==> src/rtl/fsm_5_states.sv <==
// fsm_5_states: five-state round-robin sequencer with run-time state codes.
// The current state arrives on a (normally y fed straight back), and the
// registered next state leaves on y. State codes c0..c4 and the advance
// conditions i0..i4 are supplied at run time.
module fsm_5_states (
  input  logic       clock,
  input  logic       reset,
  input  logic       i0,
  input  logic       i1,
  input  logic       i2,
  input  logic       i3,
  input  logic       i4,
  input  logic [2:0] c0,
  input  logic [2:0] c1,
  input  logic [2:0] c2,
  input  logic [2:0] c3,
  input  logic [2:0] c4,
  input  logic       en,
  input  logic [2:0] a,
  output logic [2:0] y
);

  logic [2:0] nxt_d;
  logic [2:0] y_q;

  // Next-state selection: the first state code equal to a decides the result.
  // A matching code with its advance condition low self-loops, and later
  // duplicate codes are never consulted. An unmatched a is passed through
  // unchanged, with no recovery.
  always_comb begin
    nxt_d = a;
    if (a == c0) begin
      if (i0) begin
        nxt_d = c1;
      end else begin
        nxt_d = a;
      end
    end else if (a == c1) begin
      if (i1) begin
        nxt_d = c2;
      end else begin
        nxt_d = a;
      end
    end else if (a == c2) begin
      if (i2) begin
        nxt_d = c3;
      end else begin
        nxt_d = a;
      end
    end else if (a == c3) begin
      if (i3) begin
        nxt_d = c4;
      end else begin
        nxt_d = a;
      end
    end else if (a == c4) begin
      if (i4) begin
        nxt_d = c0;
      end else begin
        nxt_d = a;
      end
    end else begin
      nxt_d = a;
    end
  end

  // State register: reset clears it asynchronously, and en gates each update.
  always_ff @(posedge clock or negedge reset) begin
    if (!reset) begin
      y_q <= 3'd0;
    end else if (en) begin
      y_q <= nxt_d;
    end else begin
      y_q <= y_q;
    end
  end

  assign y = y_q;

endmodule

==> config.mk <==
export PLATFORM = sky130hd
export DESIGN_NAME = fsm_5_states
export DESIGN_NICKNAME = d
export VERILOG_FILES = /design/src/rtl/fsm_5_states.sv
export SDC_FILE = /design/constraint.sdc
export NUM_CORES = 1
export LEC_CHECK = 0
export BUFFER_PORTS_ARGS = -buffer_cell sky130_fd_sc_hd__buf_4
export CORE_MARGIN = 2
export CORE_UTILIZATION = 50
export CTS_BUF_LIST = sky130_fd_sc_hd__clkbuf_8 sky130_fd_sc_hd__clkbuf_16
export CTS_CLUSTER_DIAMETER = 200
export DETAILED_ROUTE_END_ITERATION = 10
export GPL_ROUTABILITY_DRIVEN = 0
export PLACE_DENSITY = 0.9
export SLEW_MARGIN = 15
export SYNTH_ARGS = -nofsm -noshare
export SYNTH_HDL_FRONTEND = slang
export SYNTH_SLANG_ARGS = --single-unit
==> constraint.sdc <==
create_clock -name clock -period 1.5 [get_ports clock]
set_input_delay 0.075 -clock clock [delete_from_list [all_inputs] [get_ports clock]]
set_output_delay 0.075 -clock clock [all_outputs]
set_load 0.005 [all_outputs]
## After elaboration in Yosys (flattened, before gate mapping)

Cells that the tools add are included.

- Equal/unequal tests: 5
- Muxes and demuxes: 10

Operators by type and width:

| kind | count |
|---|---|
| $mux W3 | 10 |
| $eq A3 B3 Y1 | 5 |

- Register bits: 3

## Logic depth before layout (Yosys ltp)

- Word-level depth: 6
- Gate-level depth with buffers: 6

## Worst setup path after synthesis

Ideal clock, no wire load.

- Kind: in2reg
- Start point: in a[1]
- End point: reg y_q[0], in the netlist y[0]
- Library setup time: 0.130 ns
- Arrival: 1.072 ns
- Setup slack: 0.298 ns
- Stages: 6
- Path buffers: 1
- Path through: buf_6 -> xnor2_2 -> nand4_2 -> mux2_1 -> o2111ai_1 -> a31oi_1

- Cells in the longest elaborated chain, start to end: 6
- Elaborated cells between the ends (all ways): 10
- Those cells by class: eq/ne: 5; mux: 5

Ends and longest elaborated chain:

| what | RTL line | source |
|---|---|---|
| start, declared | 19 | `input logic [2:0] a,` |
| $eq A3 B3 Y1 | 56 | `end else if (a == c4) begin` |
| $mux W3 | 56 |  |
| $mux W3 | 50 | `end else if (a == c3) begin` |
| $mux W3 | 44 | `end else if (a == c2) begin` |
| $mux W3 | 38 | `end else if (a == c1) begin` |
| $mux W3 (*) | 32 | `if (a == c0) begin` |
| end signal, assigned | 72 | `y_q <= nxt_d;` |
| end signal, assigned | 74 | `y_q <= y_q;` |
| end, declared | 24 | `logic [2:0] y_q;` |

Every way passes the cells marked *; elsewhere a longest branch is shown, timed or not.
A chain may end at the register's enable or synchronous reset.

## Worst setup path in the final report

- Start point: in a[1]
- End point: reg y_q[2], in the netlist y[2]

The elaborated chain is that of the path after synthesis.

==> results.py <==
metrics = {
    "status": {
        "status": "finished, final reports clean",
    },
    "floorplan": {
        "dieWidth_um": 40.49,
        "fp-row-count": 13,
        "die_height_um": 40.49,
        "die-area_um2": 1639,
        "ioPinCount": 29,
        "floorplan.initialDensity_pct": 52.47,
        "area_of_the_core_um2": 1269,
    },
    "worst_setup_path": {
        "ff2ff_setup_slack_ns": 0.72,
        "cp_data_arrival_time_ns": 1.26,
        "startpoint_type": "input pin",
        "critical-path-top-delay-family": "multiplexers",
        "timing.critical_path.fanout_max": 10,
        "regToRegStartpoint": "y[2]$_DFFE_PN0P_",
        "crit_buf_inv": 1,
        "worst-r2r-cell-count": 2,
        "rr_endpoint": "y[2]$_DFFE_PN0P_",
        "largest_incremental_delay_on_the_critical_path_ns": 0.35,
        "critPathCaptureType": "register",
        "critical_path_required_ns": 1.58,
        "slowest_stage": "mux2_1",
        "crit_type": "in -> reg",
        "path_cells": "buf_4 > xnor2_2 > nand4_2 > mux2_1 > o2111ai_1 > a31oi_1",
    },
    "yosys": {
        "proportion_of_synthesized_area_in_mux_cells_pct": 23.68,
        "synth_fp_nets": 93,
        "synth_cell_type_count": 24,
        "synth_enable_flop_cells": 0,
        "yosysWarnings": 0,
        "average_footprint_of_a_synthesized_cell_um2": 9.935,
        "synthCells": 67,
        "synth.ff_latch_count": 3,
        "arithmetic_cell_share_of_the_synthesized_area_counting_full_adders_half_adders_and_majority_gates_pct": 0,
        "yosys.area_share.simple_pct": 15.23,
        "synth-compound-area-share_pct": 17.11,
        "synth-xor-area-share_pct": 26.50,
        "netlist_area_um2": 665.6,
        "asyncSetResetFlopFracSynth_pct": 100.0,
        "synth-main-ff-cell": "dfrtp_1",
        "combinational_family_with_the_most_area_after_synthesis": "XOR/XNOR gates",
        "yosysSeqAreaShare_pct": 11.28,
    },
    "place": {
        "post_dp_cell_area_um2": 875.8,
        "dp_hpwl_mm": 1.275,
        "dp_cells": 109,
        "placement.setup.worst_slack_ns": 0.1031,
        "placement.io_buffers": 28,
    },
    "clocking": {
        "cts_max_level": 1,
        "cts.path.max_buffers": 2,
        "post_cts_resize_count": 0,
        "cts_made_buffers": 3,
        "post-cts-setup-buffers": 0,
        "cts_num_sinks": 3,
        "cts_root_buffer": "clkbuf_8",
        "clk_pin_slew_ns": 0.03,
        "cts_hold_buffers": 1,
        "tritoncts": "done",
        "insertion_delay_ns": 0.21,
    },
    "grt": {
        "grt_pass1_vias": 657,
        "grt_antenna_before_repair": 0,
        "grt_pass1_wl_mm": 2.539,
        "grt-ovfl-total": 0,
        "grt_start_max_net_pins": 11,
        "groute.usage.overall_pct": 23.63,
    },
    "power_and_ir_drop": {
        "vdd.ir_drop.worst_v": 0.0004778,
        "total_power_mw": 0.6493,
        "static-leakage-power_nw": 0.4359,
        "power_density_cells_nw_per_um2": 697.5,
    },
    "layout": {
        "post_layout_nets": 126,
        "largest_register_ff_count": 3,
        "layout_common_cells": "buf_4, mux2i_1, xor2_1, xnor2_2, a21oi_1",
        "layout-area-overhead-vs-synth_pct": 39.85,
        "instances_no_fill": 114,
        "post_layout_instance_area_um2": 930.9,
        "final_common_cell": "buf_4",
        "n_antenna_cell": 0,
        "post_route_cells_drive_above_1_share_pct": 49.49,
    },
    "routing": {
        "detailedRoute.firstIterationViolations": 3,
        "dr_total_vias": 623,
        "drt-pass1-iter-count": 4,
        "sum_of_routed_wire_length_over_all_layers_mm": 1.583,
        "vias_per_cell": 5.465,
        "detail-route-antenna-nets": 0,
        "drt_drc_violations_left": 0,
        "detail_route.wl_per_cell_um": 13.89,
    },
    "sta": {
        "tightest_slew_ns": 0.2145,
        "grt_setup_unrepaired": "no",
        "finClkSkew_ns": 0,
        "fin_tns_setup_ns": 0,
        "slew_viol_final": 0,
        "final.min_clock_period_ns": 1.185,
        "min_period_over_period_pct": 79.01,
        "max_freq_mhz": 843.8,
        "max-slew-margin-rel_pct": 85.29,
        "hold_viol_final": 0,
        "setup-violations-final": 0,
        "pnr_worst_setup_slack_ns": 0.3149,
    },
    "min_path": {
        "hold_class": "in -> reg",
        "holdPathEnd": "y[1]$_DFFE_PN0P_",
        "whs_path_depth": 4,
        "hold_path.startpoint": "en",
    },
    "job": {
        "drv_cap": 0,
    },
}
==> power breakdown <==
group	total (mW)	switching, mW	leakage [nW]	internal, mW
sequential	0.120	0.0166	0.0349	0.103
clock	0.228	0.0539	0.0269	0.174
combinational	0.301	0.134	0.374	0.168
==> metal layers <==
layer / up-vias / routed length, um / global-route usage (%)
li1: 312 / - / -
met1: 290 / 691 / 25.67
met3: 2 / 67 / 5.556
met4: 0 / 14 / 8.333
met5: - / 0 / 0
met2: 19 / 811 / 43.65
==> tightest hold or removal path, cell delays in order <==
cell and delay [ns]:
buf_4 0.12, nand3_1 0.06, o21ai_0 0.07, a21oi_1 0.05
==> worst max path at each step <==
stage,startpoint,end,slack (ns),cells after the start
after floorplan,a[1],y[0]$_DFFE_PN0P_,0.30,6
after global placement,a[1],y[2]$_DFFE_PN0P_,0.14,6
after detailed placement,a[1],y[2]$_DFFE_PN0P_,0.10,6
after CTS,a[1],y[2]$_DFFE_PN0P_,0.32,6
after global routing,a[1],y[2]$_DFFE_PN0P_,0.28,6
final,a[1],y[2]$_DFFE_PN0P_,0.31,6
==> per-stage QoR <==
step	util [%]	hold WS, ns
6_report	73.37	0.2031
5_1_grt	73.37	0.2063
4_1_cts	73.37	0.1858
3_5_place_dp	69.03	-0.1314
3_3_place_gp	69.03	-0.1331
2_1_floorplan	-	-0.2206
==> synth_stat cells (all sizes together) (3+ instances only) <==
library cell  count  share of area, %
nor2              3               1.7
dfrtp             3                11
xnor2             9                19
xor2              6               7.9
a21oi             5               3.8
buf               3               5.1
o21ai             3               2.3
mux2              6                10
nand3             5               4.5
mux2i             9                14
==> cell type report <==
type	instances	area [um^2]
inverter	2	7.507
clock inverter	1	3.754
multi-input combinational	59	549.3
fill	97	337.8
timing repair buffer	31	235.2
tap	15	18.77
clock buffer	3	41.29
sequential	3	75.07
==> cell families after synthesis <==
kind of cell | Yosys count
flip-flops | 3
AND/OR/NAND/NOR | 14
multiplexers | 15
XOR/XNOR | 15
AO/OA/AOI/OAI | 15
buffers and inverters | 5
(Power assumes the default switching activity.)
